`src/rtl/tlul_pkg.sv`:
```
// TL-UL bus types shared by the crossbars and the peripheral bridge.
// Field widths match the main/peripheral crossbar configuration.
package tlul_pkg;

    localparam int unsigned TL_AW  = 32;
    localparam int unsigned TL_DW  = 32;
    localparam int unsigned TL_DBW = TL_DW / 8;
    localparam int unsigned TL_SZW = 2;
    localparam int unsigned TL_AIW = 8;
    localparam int unsigned TL_DIW = 1;
    localparam int unsigned TL_AUW = 16;
    localparam int unsigned TL_DUW = 16;

    typedef enum logic [2:0] {
        PutFullData    = 3'h0,
        PutPartialData = 3'h1,
        Get            = 3'h4
    } tl_a_op_e;

    typedef enum logic [2:0] {
        AccessAck     = 3'h0,
        AccessAckData = 3'h1
    } tl_d_op_e;

    typedef struct packed {
        logic              a_valid;
        tl_a_op_e          a_opcode;
        logic [2:0]        a_param;
        logic [TL_SZW-1:0] a_size;
        logic [TL_AIW-1:0] a_source;
        logic [TL_AW-1:0]  a_address;
        logic [TL_DBW-1:0] a_mask;
        logic [TL_DW-1:0]  a_data;
        logic [TL_AUW-1:0] a_user;
        logic              d_ready;
    } tl_h2d_t;

    typedef struct packed {
        logic              d_valid;
        tl_d_op_e          d_opcode;
        logic [2:0]        d_param;
        logic [TL_SZW-1:0] d_size;
        logic [TL_AIW-1:0] d_source;
        logic [TL_DIW-1:0] d_sink;
        logic [TL_DW-1:0]  d_data;
        logic [TL_DUW-1:0] d_user;
        logic              d_error;
        logic              a_ready;
    } tl_d2h_t;

endpackage

```
`src/rtl/tlul_bridge_fifo.sv`:
```
// Generic synchronous FIFO: registered full/empty, no fall-through and no full-bypass.
// Storage is cleared on reset so idle outputs are all-zero.
module tlul_bridge_fifo #(
    parameter int unsigned Width = 8,
    parameter int unsigned Depth = 2,
    localparam int unsigned CntW = $clog2(Depth + 1)
) (
    input  logic             clk_i,
    input  logic             rst_ni,
    input  logic             wvalid,
    output logic             wready,
    input  logic [Width-1:0] wdata,
    output logic             rvalid,
    input  logic             rready,
    output logic [Width-1:0] rdata,
    output logic [CntW-1:0]  depth
);

    localparam int unsigned PtrW = (Depth > 1) ? $clog2(Depth) : 1;

    logic [Width-1:0] mem_q [Depth];
    logic [PtrW-1:0]  wptr_q;
    logic [PtrW-1:0]  rptr_q;
    logic [CntW-1:0]  cnt_q;
    logic             push;
    logic             pop;

    function automatic logic [PtrW-1:0] ptr_inc(input logic [PtrW-1:0] p);
        return (p == PtrW'(Depth - 1)) ? '0 : p + PtrW'(1);
    endfunction

    assign wready = (cnt_q != CntW'(Depth));
    assign rvalid = (cnt_q != '0);
    assign push   = wvalid && wready;
    assign pop    = rvalid && rready;
    assign rdata  = mem_q[rptr_q];
    assign depth  = cnt_q;

    always_ff @(posedge clk_i or negedge rst_ni) begin
        if (!rst_ni) begin
            wptr_q <= '0;
            rptr_q <= '0;
            cnt_q  <= '0;
            for (int i = 0; i < Depth; i++) begin
                mem_q[i] <= '0;
            end
        end else begin
            if (push) begin
                mem_q[wptr_q] <= wdata;
                wptr_q        <= ptr_inc(wptr_q);
            end
            if (pop) begin
                rptr_q <= ptr_inc(rptr_q);
            end
            if (push && !pop) begin
                cnt_q <= cnt_q + CntW'(1);
            end else if (pop && !push) begin
                cnt_q <= cnt_q - CntW'(1);
            end
        end
    end

    if (Depth < 1) begin : gen_depth_check
        $error("tlul_bridge_fifo: Depth must be >= 1");
    end

    a_no_overflow: assert property (@(posedge clk_i) disable iff (!rst_ni)
        push |-> (cnt_q < CntW'(Depth)));
    a_no_underflow: assert property (@(posedge clk_i) disable iff (!rst_ni)
        pop |-> (cnt_q != '0));

endmodule

```
`src/rtl/tlul_peri_bridge.sv`:
```
// Registered TL-UL stage between the main crossbar peripheral port and the peripheral
// crossbar; buffers both channels and caps outstanding transactions.
module tlul_peri_bridge
    import tlul_pkg::*;
#(
    parameter int unsigned ReqDepth       = 2,
    parameter int unsigned RspDepth       = 2,
    parameter int unsigned MaxOutstanding = 2,
    localparam int unsigned OutW          = $clog2(MaxOutstanding + 1)
) (
    input  logic            clk_i,
    input  logic            rst_ni,
    input  tl_h2d_t         tl_h_i,
    output tl_d2h_t         tl_h_o,
    output tl_h2d_t         tl_d_o,
    input  tl_d2h_t         tl_d_i,
    output logic [OutW-1:0] outstanding_o,
    output logic            idle_o
);

    localparam int unsigned ReqCntW = $clog2(ReqDepth + 1);
    localparam int unsigned RspCntW = $clog2(RspDepth + 1);

    typedef struct packed {
        tl_a_op_e          opcode;
        logic [2:0]        param;
        logic [TL_SZW-1:0] size;
        logic [TL_AIW-1:0] source;
        logic [TL_AW-1:0]  address;
        logic [TL_DBW-1:0] mask;
        logic [TL_DW-1:0]  data;
        logic [TL_AUW-1:0] user;
    } req_payload_t;

    typedef struct packed {
        tl_d_op_e          opcode;
        logic [2:0]        param;
        logic [TL_SZW-1:0] size;
        logic [TL_AIW-1:0] source;
        logic [TL_DIW-1:0] sink;
        logic [TL_DW-1:0]  data;
        logic [TL_DUW-1:0] user;
        logic              error;
    } rsp_payload_t;

    req_payload_t        req_wdata;
    req_payload_t        req_rdata;
    rsp_payload_t        rsp_wdata;
    rsp_payload_t        rsp_rdata;
    logic                req_wvalid;
    logic                req_wready;
    logic                req_rvalid;
    logic [ReqCntW-1:0]  req_depth;
    logic                rsp_wready;
    logic                rsp_rvalid;
    logic [RspCntW-1:0]  rsp_depth;
    logic                below_limit;
    logic                h_a_ready;
    logic                h_a_acc;
    logic                h_d_acc;
    logic [OutW-1:0]     outstanding_q;
    logic [OutW-1:0]     outstanding_d;

    // Host a_ready depends only on registered state, never on a_valid.
    assign below_limit = (outstanding_q < OutW'(MaxOutstanding));
    assign h_a_ready   = req_wready && below_limit;
    assign req_wvalid  = tl_h_i.a_valid && below_limit;
    assign h_a_acc     = tl_h_i.a_valid && h_a_ready;
    assign h_d_acc     = rsp_rvalid && tl_h_i.d_ready;

    always_comb begin
        req_wdata = '{
            opcode:  tl_h_i.a_opcode,
            param:   tl_h_i.a_param,
            size:    tl_h_i.a_size,
            source:  tl_h_i.a_source,
            address: tl_h_i.a_address,
            mask:    tl_h_i.a_mask,
            data:    tl_h_i.a_data,
            user:    tl_h_i.a_user
        };
        rsp_wdata = '{
            opcode: tl_d_i.d_opcode,
            param:  tl_d_i.d_param,
            size:   tl_d_i.d_size,
            source: tl_d_i.d_source,
            sink:   tl_d_i.d_sink,
            data:   tl_d_i.d_data,
            user:   tl_d_i.d_user,
            error:  tl_d_i.d_error
        };
    end

    tlul_bridge_fifo #(
        .Width ($bits(req_payload_t)),
        .Depth (ReqDepth)
    ) u_req_fifo (
        .clk_i  (clk_i),
        .rst_ni (rst_ni),
        .wvalid (req_wvalid),
        .wready (req_wready),
        .wdata  (req_wdata),
        .rvalid (req_rvalid),
        .rready (tl_d_i.a_ready),
        .rdata  (req_rdata),
        .depth  (req_depth)
    );

    tlul_bridge_fifo #(
        .Width ($bits(rsp_payload_t)),
        .Depth (RspDepth)
    ) u_rsp_fifo (
        .clk_i  (clk_i),
        .rst_ni (rst_ni),
        .wvalid (tl_d_i.d_valid),
        .wready (rsp_wready),
        .wdata  (rsp_wdata),
        .rvalid (rsp_rvalid),
        .rready (tl_h_i.d_ready),
        .rdata  (rsp_rdata),
        .depth  (rsp_depth)
    );

    always_comb begin
        tl_d_o = '{
            a_valid:   req_rvalid,
            a_opcode:  req_rdata.opcode,
            a_param:   req_rdata.param,
            a_size:    req_rdata.size,
            a_source:  req_rdata.source,
            a_address: req_rdata.address,
            a_mask:    req_rdata.mask,
            a_data:    req_rdata.data,
            a_user:    req_rdata.user,
            d_ready:   rsp_wready
        };
        tl_h_o = '{
            d_valid:  rsp_rvalid,
            d_opcode: rsp_rdata.opcode,
            d_param:  rsp_rdata.param,
            d_size:   rsp_rdata.size,
            d_source: rsp_rdata.source,
            d_sink:   rsp_rdata.sink,
            d_data:   rsp_rdata.data,
            d_user:   rsp_rdata.user,
            d_error:  rsp_rdata.error,
            a_ready:  h_a_ready
        };
    end

    always_comb begin
        outstanding_d = outstanding_q;
        if (h_a_acc && !h_d_acc) begin
            outstanding_d = outstanding_q + OutW'(1);
        end else if (h_d_acc && !h_a_acc) begin
            outstanding_d = outstanding_q - OutW'(1);
        end
    end

    always_ff @(posedge clk_i or negedge rst_ni) begin
        if (!rst_ni) begin
            outstanding_q <= '0;
        end else begin
            outstanding_q <= outstanding_d;
        end
    end

    assign outstanding_o = outstanding_q;
    assign idle_o = (req_depth == '0) && (rsp_depth == '0) && (outstanding_q == '0);

    if (ReqDepth < 1) begin : gen_req_depth_check
        $error("tlul_peri_bridge: ReqDepth must be >= 1");
    end
    if (MaxOutstanding < 1) begin : gen_max_out_check
        $error("tlul_peri_bridge: MaxOutstanding must be >= 1");
    end
    if (RspDepth < MaxOutstanding) begin : gen_rsp_depth_check
        $error("tlul_peri_bridge: RspDepth must be >= MaxOutstanding");
    end

    a_out_limit: assert property (@(posedge clk_i) disable iff (!rst_ni)
        outstanding_q <= OutW'(MaxOutstanding));
    a_no_d_underflow: assert property (@(posedge clk_i) disable iff (!rst_ni)
        h_d_acc |-> (outstanding_q != '0));

endmodule

```
`config.mk`:
```
export PLATFORM = sky130hd
export DESIGN_NAME = tlul_peri_bridge
export DESIGN_NICKNAME = d
export VERILOG_FILES = /design/src/rtl/tlul_pkg.sv /design/src/rtl/tlul_bridge_fifo.sv /design/src/rtl/tlul_peri_bridge.sv
export SDC_FILE = /design/constraint.sdc
export NUM_CORES = 1
export LEC_CHECK = 0
export BUFFER_PORTS_ARGS = -buffer_cell sky130_fd_sc_hd__buf_4
export CORE_UTILIZATION = 50
export DETAILED_ROUTE_END_ITERATION = 16
export PLACE_DENSITY = 0.8
export SYNTH_ARGS = -nofsm -noshare
export SYNTH_HDL_FRONTEND = slang
export SYNTH_HIERARCHICAL = 1
export SYNTH_SLANG_ARGS = --single-unit
```
`constraint.sdc`:
```
create_clock -name clk_i -period 1.4 [get_ports clk_i]
set_input_delay 0.14 -clock clk_i [delete_from_list [all_inputs] [get_ports clk_i]]
set_output_delay 0.14 -clock clk_i [all_outputs]
set_load 0.01 [all_outputs]
```
==> results of run 1 <==
==> how the worst max path moves through the flow <==
stage	startpoint	end	slack, ps	cells past startpoint
floorplan	outstanding_o[1]	u_req_fifo/mem_q[100]	-130	5
global placement	outstanding_o[1]	u_req_fifo/mem_q[8]	-190	4
detailed placement	outstanding_o[1]	u_req_fifo/mem_q[23]	-210	4
CTS	u_req_fifo/depth[1]	idle_o	-570	4
global route	u_req_fifo/rptr_q	tl_d_o[41]	-660	4
finish	u_req_fifo/rptr_q	tl_d_o[41]	-620	4
==> repair_timing <==
item,CTS,global route
endpoints found under the hold margin,677,0
buffers inserted,24,7
hold buffers,170,0
gates resized for setup,113,189
endpoints found under the setup margin,488,508
gates cloned,11,21
==> registers in the layout (all words and copies together), names as in the netlist <==
| name | count |
|---|---|
| outstanding_o | 2 |
| u_req_fifo/depth | 2 |
| u_req_fifo/mem_q | 200 |
| u_req_fifo/rptr_q | 1 |
| u_req_fifo/wptr_q | 1 |
| u_rsp_fifo/depth | 2 |
| u_rsp_fifo/mem_q | 132 |
| u_rsp_fifo/rptr_q | 1 |
| u_rsp_fifo/wptr_q | 1 |
==> final cells by class <==
class,count,area share [%]
diodes,2,0.0203
multi-input cells,535,29.8
well taps,435,2.21
flip-flops and latches,342,34.8
clock inverters,15,0.966
repair buffers,640,27.8
clock buffers,51,4.35
==> worst reg2reg max path: cells and delay by family, from the launching register on <==
| family | cells | cell delay (ps) |
|---|---|---|
| and+or+nand+nor | 2 | 290 |
| buffers and inverters | 6 | 800 |
| muxes | 1 | 330 |
| DFF | 1 | 390 |
==> layer usage <==
| layer | routed length [um] | share of wire (%) | track usage (%) | up-vias |
|---|---|---|---|---|
| met2 | 27300 | 52 | 48.3 | 529 |
| met1 | 19700 | 37 | 32.3 | 5737 |
| met4 | 2470 | 4.7 | 9.92 | 0 |
| met3 | 3480 | 6.6 | 7.06 | 179 |
| met5 | 0 | 0 | 0 | - |
| li1 | - | - | - | 4582 |
==> power by group through the flow <==
stage	Sequential [mW]	Clock (mW)	Combinational [mW]
4_1_cts	17.9	10.7	31.5
3_3_place_gp	17.7	0	27.2
2_1_floorplan	17.0	0	18.8
3_5_place_dp	17.9	0	27.7
5_1_grt	19.2	11.3	38.2
6_report	18.9	10.7	36.8
==> cell usage after synthesis <==
library cell,n
buf_8,1
and3b_4,2
nor3_2,1
or2_2,2
and2_2,1
and3_4,2
nor2_1,3
and2_1,2
buf_1,1
nand2b_4,2
buf_4,8
nor2b_1,2
buf_2,14
or4_4,1
dfrtp_1,342
xnor2_1,5
mux2_2,218
ha_1,3
mux2_4,280
clkbuf_1,3
xor2_1,8
nand2_1,3
buf_12,31
==> kinds of logic (layout without fill, tap and decap cells) <==
group,Yosys count,after routing,share of synthesized area (%)
buffers and inverters,58,706,4.79
other,0,2,0
AND/OR/NAND/NOR,21,21,1.00
adder cells (fa/ha/maj),3,3,0.230
multiplexers,498,498,40.8
XOR/XNOR,13,13,0.698
flip-flops,342,342,52.5
==> layout by cell type (no fill, tap or decap) <==
cell,Yosys,layout
mux2_4,280,371
dfrtp_1,342,339
buf_4,8,252
dlygate4sd3_1,0,170
buf_6,0,145
mux2_2,218,127
clkbuf_16,0,57
buf_12,31,30
buf_16,0,15
buf_8,1,10
xor2_1,8,8
clkbuf_1,3,7
bufinv_16,0,6
xnor2_1,5,5
clkinv_2,0,5
clkbuf_8,0,5
nor2_1,3,3
diode_2,0,2
nor2b_2,0,2
and2_1,2,2
ha_1,3,2
inv_6,0,2
clkinvlp_4,0,2
dfrtp_2,0,2
nand2b_4,2,2
or2_4,0,2
nand2_2,0,2
and3b_4,2,2
and3_4,2,2
or4_4,1,1
nor3_4,0,1
nand2_1,3,1
and2_2,1,1
ha_2,0,1
dfrtp_4,0,1
==> per-stage QoR <==
step	total power, mW	hold WS (ps)	cells	setup WS [ps]
floorplan	35.8	-156	935	-127
global placement	44.9	69.8	1726	-191
detailed placement	45.6	70.3	1726	-209
CTS	60.2	125	1996	-569
global route	68.6	142	2019	-658
finish	66.4	129	2020	-621
==> key figures, run 1 <==
Clock network
  • Reg clk slew, reported paths: 70 ps
  • Clock Tree Buf Depth: 3
  • Depth of the CTS H-tree: 2
  • TritonCTS buffer count: 38
  • Clock Sink Count: 342
  • Clk_lat worst skew: 520 ps
  • CTS tree: yes
  • Root Buffer: clkbuf_16

Synthesis
  • Distinct cells, synth: 23
  • Seq cells post-synth: 342
  • YS warnings: 6
  • Share of the synthesized area in the top cell type: 52.5%
  • Seq/Total Area, Yosys: 52.5%
  • Syn nets: 1,110
  • Synth area leader: dfrtp_1
  • Post-Syn Area: 0.0163 mm2
  • Syn_area_per_cell: 17.4 um2
  • Area contributors post-synth: dfrtp_1, mux2_4, mux2_2, buf_12, buf_2
  • Post-Synthesis Cells: 935

Floorplanning
  • Die Y-Extent: 183 um
  • I/O pins: 345
  • Die area: 0.0334 mm2
  • Num rows: 65
  • Die width: 183 um
  • Initial core utilization: 51.3%
  • Core area: 0.0318 mm2

GRT
  • Tot GR Track Use: 27.5%
  • Largest net degree at the start of global routing: 53
  • Vias in the first global route: 12,200
  • Initial antenna violation count: 1
  • First-pass GRT wire length: 71.1 mm
  • Total gr overflow: 0

STA
  • Final min period: 2020 ps
  • Hold Fails Final Rpt: 0
  • Worst Skew: 27.5 ps
  • RSZ-0062 raised after global routing: true
  • Fin. max-slew vios: 0
  • Slew HR: 73.8%
  • Tcrit/Tclk final: 144%
  • Final setup fails: 509
  • Achievable frequency: 0.495 GHz
  • Setup TNS: -195,960 ps
  • Slew @ Worst Pin: 393 ps
  • Worst setup margin: -621 ps

Setup path
  • R2r setup slk: -530 ps
  • Bufs and invs on worst path: 3
  • Family with the most delay on the worst path: buffers and inverters
  • Critical path class: reg -> out
  • CP arrival: 1880 ps
  • Crit path max fanout: 7
  • Reg2Reg Capture Point: u_req_fifo/mem_q[15]
  • Worst reg2reg path depth: 9
  • Worst-path cell chain: buf_12 -> clkbuf_16 -> mux2_2 -> buf_4
  • Largest stage delay, worst path: 490 ps
  • Crit. End Element: primary output
  • Critical path launch point type: flop
  • CP max stage cell: dfrtp_4
  • WP data required: 1260 ps
  • R2r startpoint: u_req_fifo/depth[1]

Finish
  • Register area: 0.00856 mm2
  • Nets: 1,732
  • Final Core Density: 77.4%
  • Synth-to-layout area growth: 50.8%
  • Layout cell share with drive strength beyond 1: 66.1%
  • Multi-input logic area: 0.00734 mm2
  • Post-route cell area: 0.0246 mm2
  • Filler Cells Inserted: 1,556

Detailed routing
  • Routed length per instance: 26.2 um
  • First drt pass iteration count: 5
  • Total wire length: 52.9 mm
  • DR iter-0 viols: 570
  • Vias per std cell: 5.46
  • DR vias: 11,000
  • Routed Antenna Nets: 0
  • Drt drc: 0

Placement
  • Post-DP HPWL: 25.0 mm
  • RePlAce Congestion: 0.751
  • Placed Area: 0.0195 mm2
  • Buffers on Ports: 344

Pwr
  • Register share of total power: 28.4%
  • Clock Power Share: 16.2%
  • Leak Pwr: 11.6 nW
  • P_sw: 21.5 mW
  • Switching Share: 32.4%
  • Maximum vdd ir drop: 1910 uV
  • Internal Pwr Total: 44.9 mW
  • Comb pwr share: 55.4%
  • Pwr per Cell Area: 2700 mW/mm2

Status
  • Status: finished, violations left
  • Failing checks: negative setup slack

Hold path
  • Worst hold path class: in -> async

Flow run
  • MaxCap Viol Count: 0
Note: power is estimated with default switching activity, not from simulation.
==> run 2: changes to the inputs <==
- BUFFER_PORTS_ARGS: -buffer_cell sky130_fd_sc_hd__buf_4 -> -buffer_cell sky130_fd_sc_hd__buf_2
- TNS_END_PERCENT: unset -> 1
==> run 2 against run 1 <==
The run still ends with negative setup slack left. Total power fell by 14%. Combinational power down 21%. Cell count fell by 3.0%. Fmax rose by 0.66%. Worst hold slack got worse by 46 ps. First-iteration DRC count is 22% lower. Worst setup slack better by 13 ps. Design area down 9.9%. Critical path type unchanged. Largest power group unchanged.
==> key figures, run 2 (synthesized netlist as in run 1, its figures left out) <==
Detailed routing
  • Total wire length: 43.2 mm (-18%)
  • Routed length per instance: 22.1 um (-16%)
  • Routed Antenna Nets: 0 (unchanged)
  • DR vias: 10,200 (-7.4%)
  • DR iter-0 viols: 445 (-22%)
  • First drt pass iteration count: 4 (-1)
  • Vias per std cell: 5.21 (-4.6%)
  • Drt drc: 0 (unchanged)

Hold path
  • Hold_sp: tl_d_i[67]
  • Worst hold path depth: 4
  • Worst hold path class: in -> reg
  • Hold Path Sink: u_rsp_fifo/wptr_q

Pwr
  • Leak Pwr: 10.5 nW (-9.4%)
  • Tot Pwr: 57.3 mW (-14%)
  • Pwr per Cell Area: 2590 mW/mm2 (-4.2%)
  • Maximum vdd ir drop: 1530 uV (-20%)

Floorplanning
  • I/O pins: 345 (unchanged)
  • Initial core utilization: 51.3% (unchanged)
  • Core area: 0.0318 mm2 (unchanged)
  • Die width: 183 um (unchanged)
  • Num rows: 65 (unchanged)
  • Die Y-Extent: 183 um (unchanged)
  • Die area: 0.0334 mm2 (unchanged)

Setup path
  • Worst reg2reg path depth: 4 (-5)
  • WP data required: 1260 ps (about the same)
  • Crit path max fanout: 4 (-3)
  • R2r setup slk: -210 ps (+320 ps)
  • R2r startpoint: outstanding_o[1]
  • CP arrival: 1870 ps (about the same)
  • Reg2Reg Capture Point: u_req_fifo/mem_q[103]
  • Critical path class: reg -> out
  • Critical path launch point type: flop
  • Crit. End Element: primary output

Clock network
  • CTS tree: yes
  • Depth of the CTS H-tree: 2 (unchanged)
  • Root Buffer: clkbuf_16
  • Clock Sink Count: 342 (unchanged)
  • Reg clk slew, reported paths: 60 ps (about the same)
  • TritonCTS buffer count: 38 (unchanged)
  • Clock Tree Buf Depth: 3 (unchanged)
  • Clk_lat worst skew: 530 ps (about the same)

GRT
  • Tot GR Track Use: 25.6% (-1.9 points)
  • Largest net degree at the start of global routing: 69 (+30%)
  • First-pass GRT wire length: 66.6 mm (-6.4%)
  • Vias in the first global route: 11,700 (-4.3%)
  • Initial antenna violation count: 4 (+3)
  • Total gr overflow: 0 (unchanged)

Finish
  • Largest register FFs: 200 (unchanged)
  • Nets: 1,668 (-3.7%)
  • Layout cell share with drive strength beyond 1: 64.6% (-1.4 points)
  • Filler Cells Inserted: 1,913 (+23%)
  • Synth-to-layout area growth: 35.9%
  • Commonest non-fill, non-tap cells in the layout: dfrtp_1, mux2_4, buf_2
  • Most common cell after layout, fill and taps aside: dfrtp_1
  • Largest register by flop count: u_req_fifo/mem_q
  • Biggest regs: u_req_fifo/mem_q: 200 flops, u_rsp_fifo/mem_q: 132 flops

STA
  • Worst setup margin: -608 ps (+13.3 ps)
  • Fin. max-slew vios: 0 (unchanged)
  • Fin Hold WS: 83.2 ps (-45.8 ps)
  • Final setup fails: 507 (-0.39%)
  • RSZ-0062 raised after global routing: true
  • Hold Fails Final Rpt: 0 (unchanged)
  • Worst Skew: 23.5 ps (-4.01 ps)
  • Achievable frequency: 0.498 GHz (+0.66%)
  • Final min period: 2010 ps (-13.3 ps)
  • Slew HR: 74.7% (+0.88 points)
  • Tcrit/Tclk final: 143% (-0.95 points)
  • Slew @ Worst Pin: 380 ps (-13.3 ps)

Status
  • Status: finished, violations left
  • Failing checks: negative setup slack

Placement
  • RePlAce Congestion: 0.806 (+7.3%)
  • Post-DP HPWL: 24.6 mm (-1.8%)
  • Buffers on Ports: 344 (unchanged)

Flow run
  • MaxCap Viol Count: 0 (unchanged)
## run 2: cell count changes in the layout (fill, tap and decap cells not counted), moves of 3 or more
| cell | delta |
|---|---|
| buf_8 | -6 |
| mux2_4 | -38 |
| bufinv_16 | -4 |
| clkbuf_16 | -18 |
| clkinv_2 | +3 |
| mux2_2 | +38 |
| buf_2 | +301 |
| buf_16 | -12 |
| buf_4 | -227 |
| buf_6 | -99 |
## run 2: worst max-delay path, stage by stage, from the launching register on
cell	delay, ps
dfrtp_1	390
buf_6	130
or4_4	520
nor3_4	160
buf_2	160
## run 2: what timing repair did
| action | CTS | global route |
|---|---|---|
| buffers inserted | 3 | 0 |
| hold buffers | 169 | 0 |
| gates resized for setup | 86 | 37 |
| pin swaps | 1 | 2 |
| gates cloned | 2 | 0 |
| endpoints found under the setup margin | 507 | 510 |
| hold endpoints to repair | 630 | 0 |
## run 2: worst max path at each step
stage	start	slack (ps)	cells after the start	to
3_3_place_gp	outstanding_o[1]	-200	4	u_req_fifo/mem_q[120]
2_1_floorplan	outstanding_o[1]	-130	5	u_req_fifo/mem_q[100]
5_1_grt	u_req_fifo/depth[0]	-660	4	idle_o
3_5_place_dp	outstanding_o[1]	-230	4	u_req_fifo/mem_q[145]
4_1_cts	u_req_fifo/depth[0]	-630	4	idle_o
6_report	u_req_fifo/depth[0]	-610	4	idle_o
## run 2: final cells by class
class,instances,area [um2],area share [%]
antenna,4,10.0,0.0452
clock buffer,55,1110,4.99
clock inverter,13,141,0.638
multi-input combinational,535,7190,32.4
sequential,342,8570,38.6
tap,435,544,2.46
timing repair buffer,576,4610,20.8
## run 2: power by group
group          switching [mW]  internal [mW]  total (mW)  leakage, nW
Clock                    4.09           5.89        9.98        0.619
Combinational            11.3           17.6        28.9         5.84
Sequential               3.34           15.1        18.4         4.04
## run 2: per-stage QoR
| step | setup TNS, ps | instance area [um2] | worst slack (ps) | cells | util, % |
|---|---|---|---|---|---|
| detailed placement | -49460 | 18600 | -235 | 1714 | 58.5 |
| global placement | -44500 | 18600 | -200 | 1714 | 58.5 |
| floorplan | -27820 | 16300 | -127 | 935 | - |
| CTS | -126700 | 22000 | -629 | 1956 | 69.2 |
| global route | -142460 | 22200 | -663 | 1960 | 69.7 |
| finish | -118600 | 22200 | -608 | 1960 | 69.7 |
## run 2: per-layer routing
metal | global-route usage (%) | vias to the layer above | wire, um
met5 | 0 | - | 0
met4 | 11.9 | 0 | 1960
met3 | 4.83 | 114 | 2070
met2 | 44.6 | 341 | 22100
met1 | 30.6 | 5313 | 17100
li1 | - | 4440 | -
==> run 3: changes to the inputs <==
- CELL_PAD_IN_SITES_DETAIL_PLACEMENT: unset -> 2
- CELL_PAD_IN_SITES_GLOBAL_PLACEMENT: unset -> 2
- CORE_UTILIZATION: 50 -> 36
- PLACE_DENSITY: 0.8 -> 0.85
- SLEW_MARGIN: unset -> 25
==> run 3 against run 2 <==
First-iteration DRC count increased by 22%. Critical path type unchanged. The flow still finishes with violations (negative setup slack). Critical endpoint is now tl_d_o[52]. Die area increased by 38%. Clock power increased by 19%.
==> key figures, run 3 (synthesized netlist as in run 1, its figures left out) <==
Status
  • Status: finished, violations left
  • Failing checks: negative setup slack

Setup path
  • Crit path max fanout: 11 (+7)
  • R2r setup slk: -270 ps (-60 ps)
  • WP data required: 1260 ps (about the same)
  • Crit. End Element: primary output
  • R2r startpoint: u_rsp_fifo/depth[0]
  • Critical path class: reg -> out
  • Worst reg2reg path depth: 6 (+2)
  • CP arrival: 1980 ps (+110 ps)
  • Reg2Reg Capture Point: outstanding_o[1]
  • Crit path capture: tl_d_o[52]
  • Critical path launch point type: flop
  • CP startpoint: u_req_fifo/rptr_q

Detailed routing
  • Routed Antenna Nets: 0 (unchanged)
  • DR iter-0 viols: 545 (+22%)
  • DR vias: 10,900 (+6.4%)
  • Vias per std cell: 5.06 (-2.8%)
  • Routed length per instance: 32.2 um (+46%)
  • First drt pass iteration count: 4 (unchanged)
  • Total wire length: 69.1 mm (+60%)
  • Drt drc: 0 (unchanged)

Pwr
  • Switching Share: 36.2% (+3.6 points)
  • Leak Pwr: 11.0 nW (+4.8%)
  • Pwr per Cell Area: 2810 mW/mm2 (+8.7%)
  • Clock Power Share: 18.2% (+0.8 points)
  • Register share of total power: 30.0% (-2.1 points)
  • Maximum vdd ir drop: 1640 uV (+7.2%)
  • Tot Pwr: 65.4 mW (+14%)
  • P_sw: 23.7 mW (+26%)
  • Internal Pwr Total: 41.7 mW (+8.0%)
  • Comb pwr share: 51.9% (+1.4 points)

Floorplanning
  • Die width: 215 um (+18%)
  • Num rows: 77 (+18%)
  • Core area: 0.0444 mm2 (+40%)
  • Die Y-Extent: 215 um (+18%)
  • I/O pins: 345 (unchanged)
  • Initial core utilization: 36.7% (-15 points)
  • Die area: 0.0462 mm2 (+38%)

Placement
  • Placed Area: 0.0189 mm2 (+1.8%)
  • Post-DP HPWL: 32.5 mm (+32%)
  • RePlAce Congestion: 0.754 (-6.5%)
  • Buffers on Ports: 344 (unchanged)

Hold path
  • Worst hold path class: in -> async

Clock network
  • CTS tree: yes
  • Clock Tree Buf Depth: 3 (unchanged)
  • Root Buffer: clkbuf_16
  • TritonCTS buffer count: 42 (+11%)
  • Clock Sink Count: 342 (unchanged)
  • Depth of the CTS H-tree: 2 (unchanged)
  • Clk_lat worst skew: 590 ps (+60 ps)
  • Reg clk slew, reported paths: 70 ps (about the same)

GRT
  • Global Route met1 Usage: 28.0% (-2.6 points)
  • Grt peak-use layer: met2
  • Met3 usage: 5.32% (+0.49 points)
  • Tot GR Track Use: 26.7% (+1.1 points)
  • Total gr overflow: 0 (unchanged)
  • Initial antenna violation count: 8 (+4)
  • Routing usage on met2: 51.3% (+6.7 points)
  • Largest net degree at the start of global routing: 69 (unchanged)
  • First-pass GRT wire length: 91.4 mm (+37%)
  • Vias in the first global route: 13,000 (+12%)

STA
  • Fin. max-slew vios: 0 (unchanged)
  • Worst setup margin: -716 ps (-108 ps)
  • Hold Fails Final Rpt: 0 (unchanged)
  • Slew @ Worst Pin: 401 ps (+22.0 ps)
  • Slew HR: 73.2% (-1.5 points)
  • Tcrit/Tclk final: 151% (+7.7 points)
  • Final setup fails: 510 (+0.59%)
  • Fin Hold WS: 45.5 ps (-37.8 ps)
  • Achievable frequency: 0.473 GHz (-5.1%)
  • Worst Skew: 50.2 ps (+26.7 ps)
  • Final min period: 2120 ps (+108 ps)
  • RSZ-0062 raised after global routing: true

Finish
  • Nets: 1,690 (+1.3%)
  • Largest register FFs: 200 (unchanged)
  • Filler Cells Inserted: 3,952 (+110%)
  • Register area: 0.00857 mm2 (unchanged)
  • Largest register by flop count: u_req_fifo/mem_q
  • Multi-input logic area: 0.00737 mm2 (+2.5%)
  • Post-route cell area: 0.0233 mm2 (+4.9%)
  • Layout cell share with drive strength beyond 1: 65.2% (+0.53 points)
  • Synth-to-layout area growth: 42.6%
  • Commonest non-fill, non-tap cells in the layout: mux2_4, dfrtp_1, buf_2
  • Biggest regs: u_req_fifo/mem_q: 200 flops, u_rsp_fifo/mem_q: 132 flops
  • Most common cell after layout, fill and taps aside: mux2_4
  • Final Core Density: 52.4% (-17 points)

Flow run
  • MaxCap Viol Count: 0 (unchanged)
==> run 3: worst min-delay path by stage <==
stage,to
detailed placement,u_rsp_fifo/mem_q[24]
CTS,u_rsp_fifo/wptr_q
global placement,u_rsp_fifo/mem_q[81]
global route,u_rsp_fifo/mem_q[22]
floorplan,outstanding_o[0]
finish,u_rsp_fifo/mem_q[22]
==> run 3: layer usage <==
metal / share of wire, % / wire length (um)
met1: 35 / 24300
met3: 4.6 / 3170
met5: 0.025 / 17
met2: 56 / 38500
met4: 4.5 / 3110
==> run 3: timing repair <==
| action | CTS | global route |
|---|---|---|
| pin swaps | 3 | 3 |
| resized for setup | 60 | 149 |
| hold buffers | 169 | 0 |
| endpoints found under the setup margin | 508 | 509 |
| buffers inserted | 3 | 1 |
| cloned | 0 | 8 |
| endpoints found under the hold margin | 644 | 0 |
==> run 3: critical path, cell delays in order, from the launching register on <==
cell and delay [ps]:
dfrtp_4 470, buf_12 200, clkbuf_16 230, mux2_2 370, buf_2 150
==> run 3: layout make-up <==
type	count	area share [%]
diodes	7	0.0753
well taps	592	3.18
flip-flops and latches	342	36.8
clock inverters	10	0.651
repair buffers	594	22.0
clock buffers	66	5.56
multi-input cells	535	31.7
==> run 3: power groups by stage <==
| stage | clock (mW) | combinational (mW) | sequential [mW] |
|---|---|---|---|
| floorplan | 0 | 18.8 | 17.0 |
| global placement | 0 | 25.2 | 17.7 |
| detailed placement | 0 | 26.3 | 18.4 |
| CTS | 11.7 | 28.3 | 18.5 |
| global route | 12.4 | 35.0 | 19.9 |
| finish | 11.9 | 33.9 | 19.6 |
==> run 3: stage by stage <==
| stage | setup slack [ps] | cells | TNS (ps) |
|---|---|---|---|
| 5_1_grt | -763 | 2146 | -172080 |
| 3_5_place_dp | -243 | 1882 | -61130 |
| 3_3_place_gp | -170 | 1882 | -39950 |
| 6_report | -716 | 2146 | -152930 |
| 4_1_cts | -707 | 2130 | -139490 |
| 2_1_floorplan | -127 | 935 | -27820 |
